===== src/rtl/input_conditioner_pkg.sv =====
// Shared types and defaults for the two-channel input conditioner.
// Holds the debounce state encoding and the default parameter values.
package input_conditioner_pkg;

    typedef enum logic [1:0] {
        LOW,
        RISE_PEND,
        HIGH,
        FALL_PEND
    } db_state_t;

    localparam int SYNC_STAGES_DEF     = 2;
    localparam int DEBOUNCE_CYCLES_DEF = 4;

endpackage


===== src/rtl/debounce_channel.sv =====
// One conditioner channel: synchroniser chain, debounce FSM and counter.
// Produces a registered clean level plus one-cycle rise/fall pulses.
module debounce_channel
    import input_conditioner_pkg::*;
#(
    parameter int SYNC_STAGES     = SYNC_STAGES_DEF,
    parameter int DEBOUNCE_CYCLES = DEBOUNCE_CYCLES_DEF
) (
    input  logic clk,
    input  logic reset,
    input  logic raw,
    output logic level,
    output logic rise,
    output logic fall
);

    localparam int CW = $clog2(DEBOUNCE_CYCLES + 1);
    localparam logic [CW-1:0] CNT_LAST = CW'(DEBOUNCE_CYCLES - 1);
    localparam logic [CW-1:0] CNT_ONE  = CW'(1);

    logic [SYNC_STAGES-1:0] sync_q;
    logic                   sync;

    db_state_t              state_q, state_d;
    logic [CW-1:0]          cnt_q, cnt_d;
    logic                   level_q, level_d;
    logic                   rise_q, rise_d;
    logic                   fall_q, fall_d;

    // Shift the raw input through the synchroniser chain.
    always_ff @(posedge clk) begin
        if (reset) begin
            sync_q <= '0;
        end else begin
            sync_q <= {sync_q[SYNC_STAGES-2:0], raw};
        end
    end

    assign sync = sync_q[SYNC_STAGES-1];

    // Next-state, counter and pulse decode for the debounce FSM.
    always_comb begin
        state_d = state_q;
        cnt_d   = cnt_q;
        rise_d  = 1'b0;
        fall_d  = 1'b0;
        unique case (state_q)
            LOW: begin
                if (sync) begin
                    if (DEBOUNCE_CYCLES == 1) begin
                        state_d = HIGH;
                        rise_d  = 1'b1;
                    end else begin
                        state_d = RISE_PEND;
                        cnt_d   = CNT_ONE;
                    end
                end
            end
            RISE_PEND: begin
                if (!sync) begin
                    state_d = LOW;
                    cnt_d   = '0;
                end else if (cnt_q == CNT_LAST) begin
                    state_d = HIGH;
                    cnt_d   = '0;
                    rise_d  = 1'b1;
                end else begin
                    cnt_d = cnt_q + CNT_ONE;
                end
            end
            HIGH: begin
                if (!sync) begin
                    if (DEBOUNCE_CYCLES == 1) begin
                        state_d = LOW;
                        fall_d  = 1'b1;
                    end else begin
                        state_d = FALL_PEND;
                        cnt_d   = CNT_ONE;
                    end
                end
            end
            FALL_PEND: begin
                if (sync) begin
                    state_d = HIGH;
                    cnt_d   = '0;
                end else if (cnt_q == CNT_LAST) begin
                    state_d = LOW;
                    cnt_d   = '0;
                    fall_d  = 1'b1;
                end else begin
                    cnt_d = cnt_q + CNT_ONE;
                end
            end
            default: begin
                state_d = LOW;
                cnt_d   = '0;
            end
        endcase
        level_d = (state_d == HIGH) || (state_d == FALL_PEND);
    end

    // Register FSM state, counter, clean level and edge pulses.
    always_ff @(posedge clk) begin
        if (reset) begin
            state_q <= LOW;
            cnt_q   <= '0;
            level_q <= 1'b0;
            rise_q  <= 1'b0;
            fall_q  <= 1'b0;
        end else begin
            state_q <= state_d;
            cnt_q   <= cnt_d;
            level_q <= level_d;
            rise_q  <= rise_d;
            fall_q  <= fall_d;
        end
    end

    assign level = level_q;
    assign rise  = rise_q;
    assign fall  = fall_q;

endmodule


===== src/rtl/input_conditioner.sv =====
// Two independent debounced channels feeding behavioral_model a/b.
// Each raw input gets its own synchroniser and debounce FSM.
module input_conditioner
    import input_conditioner_pkg::*;
#(
    parameter int SYNC_STAGES     = SYNC_STAGES_DEF,
    parameter int DEBOUNCE_CYCLES = DEBOUNCE_CYCLES_DEF
) (
    input  logic clk,
    input  logic reset,
    input  logic a_raw,
    input  logic b_raw,
    output logic a,
    output logic b,
    output logic a_rise,
    output logic b_rise,
    output logic a_fall,
    output logic b_fall
);

    debounce_channel #(
        .SYNC_STAGES    (SYNC_STAGES),
        .DEBOUNCE_CYCLES(DEBOUNCE_CYCLES)
    ) u_ch_a (
        .clk  (clk),
        .reset(reset),
        .raw  (a_raw),
        .level(a),
        .rise (a_rise),
        .fall (a_fall)
    );

    debounce_channel #(
        .SYNC_STAGES    (SYNC_STAGES),
        .DEBOUNCE_CYCLES(DEBOUNCE_CYCLES)
    ) u_ch_b (
        .clk  (clk),
        .reset(reset),
        .raw  (b_raw),
        .level(b),
        .rise (b_rise),
        .fall (b_fall)
    );

endmodule


===== config.mk =====
export PLATFORM = sky130hd
export DESIGN_NAME = input_conditioner
export DESIGN_NICKNAME = d
export VERILOG_FILES = /design/src/rtl/input_conditioner_pkg.sv /design/src/rtl/debounce_channel.sv /design/src/rtl/input_conditioner.sv
export SDC_FILE = /design/constraint.sdc
export NUM_CORES = 1
export LEC_CHECK = 0
export BUFFER_PORTS_ARGS = -buffer_cell sky130_fd_sc_hd__buf_2
export CAP_MARGIN = 20
export CELL_PAD_IN_SITES_DETAIL_PLACEMENT = 0
export CELL_PAD_IN_SITES_GLOBAL_PLACEMENT = 1
export CORE_MARGIN = 3
export CORE_UTILIZATION = 25
export DETAILED_ROUTE_END_ITERATION = 8
export PLACE_DENSITY = 0.51
export SKIP_LAST_GASP = 1
export SYNTH_ARGS = -nofsm -noshare
export SYNTH_HDL_FRONTEND = slang
export SYNTH_SLANG_ARGS = --single-unit

===== constraint.sdc =====
create_clock -name clk -period 1.9 [get_ports clk]
set_clock_uncertainty 0.1 [all_clocks]
set_input_delay 0.095 -clock clk [delete_from_list [all_inputs] [get_ports clk]]
set_output_delay 0.095 -clock clk [all_outputs]
set_load 0.1 [all_outputs]

# [Word level (Yosys, flattened, before mapping)]
# Cells that the tools add are included.
[totals] reg_bits=20 output_inout_bits=6 word_cells=74 inputBits=4
[op_classes] addsub=2 eq_ne=16 muxes=28 bitwise_logic=6 n_reduce_logical=10
[op_table] op="$mux W3" n=10
[op_table] op="$mux W2" n=12
[op_table] op="$pmux W3 S4" n=2
[op_table] op="$eq A2 B2 Y1 const B" n=8
[op_table] op="$pmux W2 S4" n=2
[op_table] op="$reduce_or A3 Y1" n=4
[op_table] op="$add A3 B1 Y3 const B" n=2
[op_table] op="$eq A3 B2 Y1 const B" n=2
[op_table] op="$not A1 Y1" n=6
[op_table] op="$eq A2 B1 Y1 const B" n=2
[op_table] op="$logic_not A2 Y1" n=2
[op_table] op="$ne A2 B1 Y1 const B" n=2
[op_table] op="$ne A2 B2 Y1 const B" n=2
[op_table] op="$reduce_and A2 Y1" n=2
[op_table] op="$logic_or A1 B1 Y1" n=2
[op_table] op="$mux W1" n=2

# [Depth between registers and ports, before layout]
# Gate-level depths: netlist (run 1).
[logic_depth] depth_word=6 depth_mapped=4 ltp_nobuf=3

# [Modules after synthesis]
# From an unflattened synthesis (run 1), not the netlist that was laid out.
[unflattened] cells_unflattened=62 area_unflattened_um2=733.2
[modules_own_cells] module="debounce_channel" seq_area_each_um2=180.2 cells_each=31 instances=2 area_per_inst_um2=366.6

# [Worst setup path before layout (run 1)]
# Ideal clock, no wire load.
[synth_timing] path_kind="register to register" startpoint="reg u_ch_b.state_q[1]" endpoint="reg u_ch_b.cnt_q[2]" t_arrival_ps=1561 setup_ps=121 stages_incl_launch_ff=3 path_buffers=0 required_time_ps=1679 synth_period_minus_slack_ps=1782 path_slack_ps=118 cell_sequence="dfxtp_1 -> xnor2_2 -> mux2_4"
[synth_between] elab_chain_cells=3 word_cells_on_any_way=8 classes_between="eq/ne (5); mux (1); reduce/logical (2)"
[synth_lines] element="start, declared" line_no="debounce_channel.sv:24" text="db_state_t state_q, state_d;"
[synth_lines] element="start signal, assigned" line_no="debounce_channel.sv:111" text="state_q <= state_d;"
[synth_lines] element="$eq A2 B2 Y1 / $logic_not A2 Y1 (equally long branches)" line_no="debounce_channel.sv:47" text="unique case (state_q)"
[synth_lines] element="$ne A2 B2 Y1 (no line) / $ne A2 B1 Y1 (equally long branches)"
[synth_lines] element="$reduce_and A2 Y1 (no line)"
[synth_lines] element="end signal, assigned" line_no="debounce_channel.sv:112" text="cnt_q <= cnt_d;"
[synth_lines] element="end, declared" line_no="debounce_channel.sv:25" text="logic [CW-1:0] cnt_q, cnt_d;"
# Parallel ways exist; a longest one is shown, timed or not.
# A chain may end at the register's enable or synchronous reset.

==> qor_table.md, run 1 <==
| Metric | Reported | Unit |
|:---|:---|:---|
| Maximum frequency from static timing analysis | 0.7156 | GHz |
| Final layout net count | 84 | - |
| Number of pins with negative max-slew slack in the final report | 0 | - |
| Yosys cell types | 19 | - |
| Commonest register cell after synthesis | dfxtp_1 | - |
| Proportion of synthesized flip-flops having asynchronous set or reset | 0 | % |
| Count of flip-flops with a built-in enable after synthesis | 0 | - |
| Average cell area after synthesis | 11.82 | µm² |
| Actual slew at the worst max-slew pin | 486.5 | ps |
| Setup Viol. Count Final | 0 | - |
| Post-DP Area | 837.1 | µm² |
| Global-route usage over all layers | 8.014 | % |
| Clock latency of the later-clocked register in the worst-skew pair | 290 | ps |
| Number of standard-cell rows in the floorplan | 19 | - |
| Worst path required time | 1700 | ps |
| Setup crit end kind | primary output | - |
| Aggregate global routing overflow | 0 | - |
| Final Routed Wirelength | 1181 | µm |
| Cell area after synthesis | 768.2 | µm² |
| Routed WL per cell | 10.94 | µm |
| Placed wire-length estimate | 832.4 | µm |
| Global-route wire length before repair | 2104 | µm |
| Number of nets with antenna violations after detailed routing | 0 | - |
| Die Span Y | 61.44 | µm |
| Cell with the biggest individual delay on the critical path | buf_2 | - |
| Maximum single-stage delay on the critical path | 470 | ps |
| Max-capacitance violation count | 0 | - |
| Final critical path time including I/O delays and setup | 1397 | ps |
| Area of the core | 2853 | µm² |
| Ordered cell list for the critical path | buf_2 | - |
| Routed vias | 495 | - |
| Fraction of final layout cells with drive strength greater than 1 | 20.78 | % |
| Number of hold violations in the final report | 0 | - |
| Clock transition at the registers of the reported paths | 100 | ps |
| Worst path bufs/invs | 1 | - |
| Synthesized instance count | 65 | - |
| Max Fanout on Critical Path | 5 | - |
| Top cell types by occurrence after synthesis | dfxtp_1, mux2i_1, nand3b_1, nor2b_1, nor4b_1 | - |
| Setup repair after global routing missed its margin | no | - |
| CTS Buf Count | 3 | - |
| Slew headroom | 67.79 | % |
| Die span in x | 61.44 | µm |
| Number of search-and-repair iterations in the first detailed-routing pass | 4 | - |
| Net count of the mapped netlist | 71 | - |
| Antenna diode count | 0 | - |
| CTS HTree Levels | 1 | - |
| First-iteration detailed-routing DRC count | 10 | - |
| Maximum number of pins on one net before global-route repair | 25 | - |
| Number of top-level pins | 10 | - |
| Critical path startpoint category | register | - |
| Arrival @ worst endpoint | 1200 | ps |
| Via count of the first global-routing pass | 446 | - |
| Die area | 3774 | µm² |
| Clock tree from TritonCTS | yes | - |
| Number of buffers on the longest clock path | 2 | - |
| Area contributors post-synth | dfxtp_1, mux2i_1, nor4b_1, xnor2_2, mux2_4 | - |
| Final worst-path cycle share | 73.55 | % |
| Residual DRC count | 0 | - |
| Number of warnings reported in the yosys synthesis log | 0 | - |
| Port Buffer Count | 9 | - |
| Post-synthesis sequential element count | 19 | - |
| RePlAce Congestion | 0.6774 | - |
| Post-synthesis sequential area ratio | 49.51 | % |
| Initial antenna violation count | 0 | - |
| Starting Density | 26.93 | % |
| Outcome | finished clean | - |
| Dominant cell type by area after synthesis | dfxtp_1 | - |
| Clock tree root buffer cell | clkbuf_4 | - |
| Power per cell area | 717.7 | nW/µm² |
| Worst hold path class | input pin to register | - |
| Mean number of vias per cell | 4.583 | - |
| Critical path's top delay family | buffers and inverters | - |
| Final TNS setup | 0 | ps |
| Critical path type | register to primary output | - |
| Area share of the largest cell type after synthesis | 49.51 | % |
| Post-Layout Inst Area | 883.3 | µm² |
| Leakage power | 0.0003516 | µW |
| Worst IR drop on VDD | 0.2934 | mV |
| Most frequent cell after synthesis | dfxtp_1 | - |
| Number of clock sinks seen by CTS | 19 | - |
| Post-CTS Setup Bufs | 0 | - |
| Area Overhead vs Synth | 14.98 | % |
## flip-flops by register name, summed over array words and instances, names as in the netlist
register	flops
u_ch_a.fall	1
u_ch_a.level	1
u_ch_b.fall	1
u_ch_a.cnt_q	3
u_ch_a.state_q	2
u_ch_b.sync_q	2
u_ch_a.rise	1
u_ch_b.state_q	2
u_ch_b.cnt_q	3
u_ch_a.sync_q	2
u_ch_b.rise	1
## through the flow
stage	instances	hold WS, ps	setup slack [ps]	util (%)	total power [µW]
finish	108	105.7	502.5	30.96	634.0
global route	108	135.4	435.6	30.96	680.5
CTS	108	98.08	483.4	30.96	652.8
detailed placement	102	210.4	687.2	29.34	448.0
global placement	102	208.5	676.5	29.34	447.7
floorplan	65	123.2	117.8	-	440.4
## metal layers
metal	global-route usage, %	wire length [µm]	vias to the layer above
li1	-	-	258
met1	11.13	609	231
met2	10.42	517	4
met3	1.887	36	2
met4	6.364	17	0
met5	0	0	-
## power breakdown
part	internal (µW)	switching, µW	total [µW]
registers	405	6.24	412
logic	16.0	13.5	29.4
clock network	81.5	111	193
## area by class of cell
class,instances,area (µm²)
clock buffer,4,26.28
fill,301,1969
inverter,2,7.507
multi-input combinational,41,365.4
sequential,19,380.4
tap,31,38.79
timing repair buffer,11,65.06
## cells in the final DEF, fill, tap and decap left out
cell           Yosys  routed
inv_1              2       2
nor3_1             2       2
a21o_1             2       2
dlygate4sd3_1      0       2
nor4b_1            4       4
dfxtp_1           19      19
clkbuf_1           0       1
nand3b_1           4       4
clkbuf_4           0       3
xnor2_2            2       2
or2b_1             2       2
or3b_1             2       2
mux2_4             2       2
and3b_1            2       2
ha_1               2       2
nor2b_1            4       4
mux2i_1            5       5
nand2b_1           2       2
buf_2              3       9
nor4bb_1           2       2
a211oi_1           2       2
nor3b_1            2       2
## kinds of logic (layout without fill, tap and decap cells)
logic type,count (synthesis),in the layout,share of synthesized area (%)
simple gates,26,26,25.73
xor+xnor,2,2,4.234
buf+inv,5,17,2.931
flops,19,19,49.51
compound gates,4,4,3.908
fa+ha+maj,2,2,3.257
mux,7,7,10.42
## timing repair
action / in CTS / in global routing
hold buffers: 2 / 0
endpoints found under the hold margin: 2 / 0
gates resized for setup: 0 / 0
## path summary, 6_finish.rpt
kind                                              startpoint                     endpoint  slack (ps)  cells after the start
worst max-delay path            u_ch_b.state_q[1]$_SDFF_PP0_                            b         500                      1
worst min-delay path                                   reset  u_ch_b.sync_q[0]$_SDFF_PP0_         110                      2
worst max register to register  u_ch_a.cnt_q[0]$_SDFFE_PP0P_      u_ch_a.level$_SDFF_PP0_         680                      3
worst min register to register   u_ch_b.sync_q[0]$_SDFF_PP0_  u_ch_b.sync_q[1]$_SDFF_PP0_         350                      1
Power figures use the tool's default switching activity.
==> inputs of run 2 (changes only) <==
- ABC_AREA: unset -> 1
- PLACE_DENSITY: 0.51 -> 0.55
- clock period: 1.9 -> 1.3 ns (I/O delays scaled with it)
==> run 2 against run 1 <==
Compared with the run above: routed wire length up 11%; die area fell by 7.5%; synthesized cell count is 37% higher; global-route usage grew 0.93 points; combinational power grew 79%; critical path type unchanged; sequential share of layout area rose by 0.96 points; sequential power up 45%; total power up 50%; critical path depth stayed put.
==> qor_table.md, run 2 <==
| Metric | Reported | Unit |
|:---|:---|:---|
| Adder-Cell Fraction of Synth Area | 3.552 | % |
| Fraction of final layout cells with drive strength greater than 1 | 19.63 | % |
| CTS HTree Levels | 1 | - |
| Worst reg-to-reg path cell count | 6 | - |
| Via count of the first global-routing pass | 573 | - |
| Antenna diode count | 0 | - |
| Number of standard-cell rows in the floorplan | 18 | - |
| Arrival @ worst endpoint | 1070 | ps |
| Top library cells by usage in the layout, fill and taps aside | nand2_1, dfxtp_1, inv_1 | - |
| Dominant cell type by area after synthesis | dfxtp_1 | - |
| First-iteration detailed-routing DRC count | 15 | - |
| Number of cells after detailed placement | 127 | - |
| CTS Buf Count | 3 | - |
| Maximum single-stage delay on the critical path | 420 | ps |
| Number of nets with antenna violations after detailed routing | 0 | - |
| Most frequent cell after synthesis | dfxtp_1 | - |
| Port Buffer Count | 9 | - |
| Number of clock sinks seen by CTS | 19 | - |
| Max-capacitance violation count | 0 | - |
| Maximum number of pins on one net before global-route repair | 12 | - |
| Initial antenna violation count | 0 | - |
| Average cell area after synthesis | 7.915 | µm² |
| Number of top-level pins | 10 | - |
| Clock tree root buffer cell | clkbuf_4 | - |
| Number of hold violations in the final report | 0 | - |
| Portion of netlist area occupied by mux cells | 0 | % |
| Die Span Y | 59.08 | µm |
| Placed wire-length estimate | 906.2 | µm |
| CP Launch Point | u_ch_b.state_q[1]$_SDFF_PP0_ | - |
| Outcome | finished clean | - |
| Worst hold path class | input pin to register | - |
| Critical path's top delay family | buffers and inverters | - |
| Clock latency of the later-clocked register in the worst-skew pair | 290 | ps |
| Final worst slack | 60.80 | ps |
| Post-synthesis share of cell area spent on xor and xnor gates | 0 | % |
| Die area | 3490 | µm² |
| Non-filler cells, final | 137 | - |
| Maximum frequency from static timing analysis | 0.8070 | GHz |
| Number of gates on the worst path with buffers counted | 1 | - |
| Yosys cell types | 16 | - |
| Mean number of vias per cell | 4.182 | - |
| Critical Path Sink | b | - |
| Proportion of synthesized flip-flops having asynchronous set or reset | 0 | % |
| Post-synthesis sequential element count | 19 | - |
| Final Routed Wirelength | 1310 | µm |
| Top cell types by occurrence after synthesis | dfxtp_1, nand2_1, inv_1, nor2_1, a21oi_1 | - |
| Routed WL per cell | 9.562 | µm |
| Number of warnings reported in the yosys synthesis log | 0 | - |
| Synthesized instance count | 89 | - |
| Number of buffers on the longest clock path | 2 | - |
| Reg-to-reg startpoint | u_ch_a.cnt_q[0]$_SDFFE_PP0P_ | - |
| Slew headroom | 67.74 | % |
| Setup Viol. Count Final | 0 | - |
| Area Overhead vs Synth | 24.69 | % |
| Worst slack at placement | 121.9 | ps |
| Post-Synth Simple-Gate Area | 27.53 | % |
| Main combinational cell family by area after synthesis | simple AND/OR/NAND/NOR gates | - |
| Ordered cell list for the critical path | buf_2 | - |
| Worst IR drop on VDD | 0.4543 | mV |
| Max Fanout on Critical Path | 3 | - |
| Final TNS setup | 0 | ps |
| Most common cell after layout, fill and taps aside | nand2_1 | - |
| Worst path required time | 1130 | ps |
| Area share of the largest cell type after synthesis | 54.00 | % |
| Global-route usage over all layers | 8.943 | % |
| Clock transition at the registers of the reported paths | 110 | ps |
| Hold Crit Start | reset | - |
| Global-route wire length before repair | 2401 | µm |
| Area contributors post-synth | dfxtp_1, nand2_1, inv_1, nor2_1, a21oi_1 | - |
| Flop-to-flop setup slack | 180 | ps |
| Final worst-path cycle share | 95.32 | % |
| Final critical path time including I/O delays and setup | 1239 | ps |
| Number of pins with negative max-slew slack in the final report | 0 | - |
| Actual slew at the worst max-slew pin | 487.2 | ps |
| Worst path bufs/invs | 1 | - |
| Starting Density | 27.44 | % |
| Cell area after synthesis | 704.4 | µm² |
| Count of flip-flops with a built-in enable after synthesis | 0 | - |
| RePlAce Congestion | 0.7714 | - |
| Post-synthesis sequential area ratio | 54.00 | % |
| Commonest register cell after synthesis | dfxtp_1 | - |
| Critical path startpoint category | register | - |
| Die span in x | 59.08 | µm |
| Capture instance of the worst register-to-register path | u_ch_a.level$_SDFF_PP0_ | - |
| Net count of the mapped netlist | 95 | - |
| Power Total | 949.9 | µW |
| Leakage power | 0.0004137 | µW |
| Aggregate global routing overflow | 0 | - |
| Clock tree from TritonCTS | yes | - |
| Area of the core | 2567 | µm² |
| Registers with the most flip-flops | u_ch_a.cnt_q: 3 flops, u_ch_b.cnt_q: 3 flops | - |
| Area fraction in compound gates after synthesis | 5.684 | % |
| Critical path type | register to primary output | - |
| Number of search-and-repair iterations in the first detailed-routing pass | 4 | - |
| Setup repair after global routing missed its margin | no | - |
| Cell with the biggest individual delay on the critical path | buf_2 | - |
| Routed vias | 573 | - |
| Power per cell area | 1081 | nW/µm² |
| Setup crit end kind | primary output | - |
| Final layout net count | 114 | - |
| Residual DRC count | 0 | - |
## run 2: changes by cell type in the layout (fill, tap and decap cells not counted), sizes merged, moves of 4 or more
| cell | change |
|---|---|
| nand2 | +19 |
| inv | +14 |
| nor2 | +11 |
| a21oi | +6 |
| nand3 | +6 |
| mux2i | -5 |
| dlygate4sd3 | +4 |
| nand3b | -4 |
| nor2b | -4 |
| nor4b | -4 |
## run 2: stage by stage
step	area, µm²	utilization (%)	hold slack [ps]
2_1_floorplan	708.2	-	71.97
3_3_place_gp	785.8	30.60	167.0
3_5_place_dp	785.8	30.60	178.5
4_1_cts	873.3	34.02	85.59
5_1_grt	878.3	34.21	123.5
6_report	878.3	34.21	91.82
## run 2: repair_timing
action	in CTS	in global routing
setup endpoints to repair	0	2
endpoints found under the hold margin	9	0
hold buffers	6	0
buffers inserted	0	0
resized for setup	0	3
## run 2: layout make-up
| type | instances | area [µm²] |
|---|---|---|
| Tap cell | 30 | 37.54 |
| Multi-Input combinational cell | 53 | 261.5 |
| Inverter | 16 | 60.06 |
| Timing Repair Buffer | 15 | 105.1 |
| Clock inverter | 1 | 5.005 |
| Clock buffer | 3 | 22.52 |
| Fill cell | 291 | 1689 |
| Sequential cell | 19 | 386.6 |
## run 2: where the power goes
| group | switching, µW | leakage (µW) | internal (µW) | total [µW] |
|---|---|---|---|---|
| registers | 7.80 | 0.000156 | 591 | 599 |
| clock network | 184 | 0.0000177 | 114 | 298 |
| logic | 27.1 | 0.000240 | 25.6 | 52.7 |
## run 2: worst min-delay path by stage
stage | cells after the start | endpoint | slack (ps)
5_1_grt | 4 | u_ch_a.cnt_q[2]$_SDFFE_PP0P_ | 120
2_1_floorplan | 2 | u_ch_a.sync_q[0]$_SDFF_PP0_ | 70
6_report | 4 | u_ch_a.cnt_q[2]$_SDFFE_PP0P_ | 90
3_5_place_dp | 3 | u_ch_a.sync_q[0]$_SDFF_PP0_ | 180
4_1_cts | 4 | u_ch_a.cnt_q[2]$_SDFFE_PP0P_ | 90
3_3_place_gp | 3 | u_ch_a.sync_q[0]$_SDFF_PP0_ | 170
## run 2: per-layer routing
| layer | GRT usage [%] | wire length [µm] |
|---|---|---|
| met1 | 12.42 | 672 |
| met2 | 13.72 | 587 |
| met3 | 1.961 | 50 |
| met4 | 2.913 | 0 |
| met5 | 0 | 0 |
## run 2: cell families after synthesis
kind of cell / Yosys count
simple gates: 43
flops: 19
buf+inv: 17
compound gates: 8
fa+ha+maj: 2
==> inputs of run 3 (changes only) <==
--- a/config.mk
+++ b/config.mk
@@ -15,2 +15,3 @@
 export DETAILED_ROUTE_END_ITERATION = 8
+export GPL_TIMING_DRIVEN = 0
 export PLACE_DENSITY = 0.55
--- a/constraint.sdc
+++ b/constraint.sdc
@@ -4,2 +4,2 @@
 set_output_delay 0.065 -clock clk [all_outputs]
-set_load 0.1 [all_outputs]
+set_load 0.01 [all_outputs]
==> run 3 against run 2 <==
Compared with the run above: cell area decreased by 4.8%; largest power group unchanged; utilization decreased by 1.7 points; combinational power decreased by 15%; largest cell class unchanged; final cell count decreased by 2.2%.
==> qor_table.md, run 3 (synthesized netlist as in run 2, its figures left out) <==
| Metric | Reported | Unit |
|:---|:---|:---|
| Worst slack at placement | 149.6 | ps |
| CTS Buf Count | 3 | - |
| Die span in x | 59.08 | µm |
| Clock tree root buffer cell | clkbuf_4 | - |
| Most common cell after layout, fill and taps aside | dfxtp_1 | - |
| Port Buffer Count | 9 | - |
| Switching component of the power | 203.9 | µW |
| Worst IR drop on VDD | 0.5995 | mV |
| Sw Ratio | 21.82 | % |
| Routed vias | 570 | - |
| Number of standard-cell rows in the floorplan | 18 | - |
| Actual slew at the worst max-slew pin | 248.8 | ps |
| Final Routed Wirelength | 1225 | µm |
| Combinational cell fraction of total power | 4.8 | % |
| Clock power share | 30.9 | % |
| Clock tree from TritonCTS | yes | - |
| Mean number of vias per cell | 4.254 | - |
| Clock transition at the registers of the reported paths | 100 | ps |
| Number of top-level pins | 10 | - |
| Reg-to-reg startpoint | u_ch_a.cnt_q[0]$_SDFFE_PP0P_ | - |
| Worst hold path class | input pin to register | - |
| Number of pins with negative max-slew slack in the final report | 0 | - |
| Met2 layer usage reported by global route | 11.67 | % |
| Registers with the most flip-flops | u_ch_a.cnt_q: 3 flops, u_ch_b.cnt_q: 3 flops | - |
| Starting Density | 27.44 | % |
| First-iteration detailed-routing DRC count | 14 | - |
| Final TNS setup | 0 | ps |
| Number of hold violations in the final report | 0 | - |
| Hold Crit Start | reset | - |
| Antenna diode count | 0 | - |
| Routed WL per cell | 9.142 | µm |
| Internal Power | 730.6 | µW |
| Die area | 3490 | µm² |
| GR Layer Usage met3 | 4.575 | % |
| Maximum frequency from static timing analysis | 0.8534 | GHz |
| Power per cell area | 1118 | nW/µm² |
| Flop-to-flop setup slack | 130 | ps |
| Number of search-and-repair iterations in the first detailed-routing pass | 4 | - |
| Non-filler cells, final | 134 | - |
| Global-route wire length before repair | 2145 | µm |
| Global-route usage over all layers | 8.172 | % |
| Post-Layout Inst Area | 835.8 | µm² |
| Area Overhead vs Synth | 18.65 | % |
| Capture instance of the worst register-to-register path | u_ch_a.level$_SDFF_PP0_ | - |
| Outcome | finished clean | - |
| Sequential cell fraction of total power | 64.3 | % |
| GR Layer Usage met1 | 10.67 | % |
| Post-DP Area | 787.0 | µm² |
| Number of cells after detailed placement | 128 | - |
| Worst path required time | 1430 | ps |
| Routing layer with the top usage in global route | met2 | - |
| Ordered cell list for the critical path | ha_1 > inv_1 > nor2_1 > nand2_1 > nand2_1 > nand2_1 > nor2_1 | - |
| Cell with the biggest individual delay on the critical path | dfxtp_1 | - |
| Setup Viol. Count Final | 0 | - |
| Top library cells by usage in the layout, fill and taps aside | dfxtp_1, nand2_1, inv_1 | - |
| Number of nets with antenna violations after detailed routing | 0 | - |
| Die Span Y | 59.08 | µm |
| Critical path type | register to register | - |
| Arrival @ worst endpoint | 1310 | ps |
| Placed wire-length estimate | 877.8 | µm |
| Fraction of final layout cells with drive strength greater than 1 | 17.31 | % |
| CP dominant cell by count | nand2_1 | - |
| Number of stages on the worst hold path | 4 | - |
| Setup crit end kind | register | - |
| Max Fanout on Critical Path | 3 | - |
| Number of clock sinks seen by CTS | 19 | - |
| Hold WS | 46.45 | ps |
| Final worst slack | 128.1 | ps |
| RePlAce Congestion | 0.7537 | - |
| Maximum number of pins on one net before global-route repair | 11 | - |
| Critical path startpoint category | register | - |
| Final worst-path cycle share | 90.14 | % |
| Aggregate global routing overflow | 0 | - |
| CTS HTree Levels | 1 | - |
| Leakage power | 0.0003937 | µW |
| Worst reg-to-reg path cell count | 7 | - |
| Area of the core | 2567 | µm² |
| Hold Crit Endpoint | u_ch_a.cnt_q[2]$_SDFFE_PP0P_ | - |
| Number of buffers on the longest clock path | 2 | - |
| Final layout net count | 111 | - |
| Clock latency of the later-clocked register in the worst-skew pair | 290 | ps |
| Max-capacitance violation count | 0 | - |
| Via count of the first global-routing pass | 504 | - |
| Final critical path time including I/O delays and setup | 1172 | ps |
| Residual DRC count | 0 | - |
| Slew headroom | 83.39 | % |
| Initial antenna violation count | 0 | - |
| Maximum single-stage delay on the critical path | 370 | ps |
==> run 3: cell type report <==
class                   instances  area (µm²)
fillers                       292        1732
flip-flops and latches         19       380.4
multi-input cells              53       261.5
repair buffers                 11       65.06
inverters                      16       60.06
well taps                      30       37.54
clock buffers                   4       26.28
plain buffers                   1       5.005
==> run 3: worst max-delay path: cells and delay by family, from the launching register on <==
kind,cells,cell delay (ps)
and+or+nand+nor,5,440
DFF,1,370
adders and majority gates,1,150
buffers and inverters,1,50
==> run 3: what timing repair did <==
item | 4_1_cts | 5_1_grt
gates resized for setup | 0 | 1
hold endpoints to repair | 2 | 0
endpoints found under the setup margin | 0 | 2
hold buffers | 2 | 0
setup buffers | 0 | 0
==> run 3: power groups by stage <==
stage	Combinational (µW)	Sequential, µW	Clock, µW
final	44.7	601	289
after global routing	52.0	603	334
after CTS	44.8	601	313
after detailed placement	40.0	614	0
after global placement	40.0	614	0
after floorplan	28.3	612	0
==> run 3: per-layer routing <==
metal,vias up,part of all wire [%]
li1,309,-
met1,249,52
met2,10,41
met3,2,5.3
met4,0,1.2
met5,-,0
==> run 3: worst max-delay path by stage <==
stage / to / start / depth (start not counted) / slack (ps)
6_report: u_ch_a.level$_SDFF_PP0_ / u_ch_a.cnt_q[0]$_SDFFE_PP0P_ / 7 / 130
5_1_grt: u_ch_a.level$_SDFF_PP0_ / u_ch_a.cnt_q[0]$_SDFFE_PP0P_ / 7 / -3
4_1_cts: u_ch_a.level$_SDFF_PP0_ / u_ch_a.cnt_q[0]$_SDFFE_PP0P_ / 6 / 130
3_5_place_dp: u_ch_a.level$_SDFF_PP0_ / u_ch_a.cnt_q[0]$_SDFFE_PP0P_ / 6 / 150
3_3_place_gp: u_ch_a.level$_SDFF_PP0_ / u_ch_a.cnt_q[0]$_SDFFE_PP0P_ / 6 / 130
2_1_floorplan: u_ch_a.level$_SDFF_PP0_ / u_ch_a.cnt_q[0]$_SDFFE_PP0P_ / 6 / 230
==> run 3: stage by stage <==
step / power, µW / util [%]
finish: 934.5 / 32.55
global route: 989.4 / 32.55
CTS: 959.0 / 32.46
detailed placement: 654.0 / 30.65
global placement: 654.0 / 30.65
floorplan: 640.8 / -
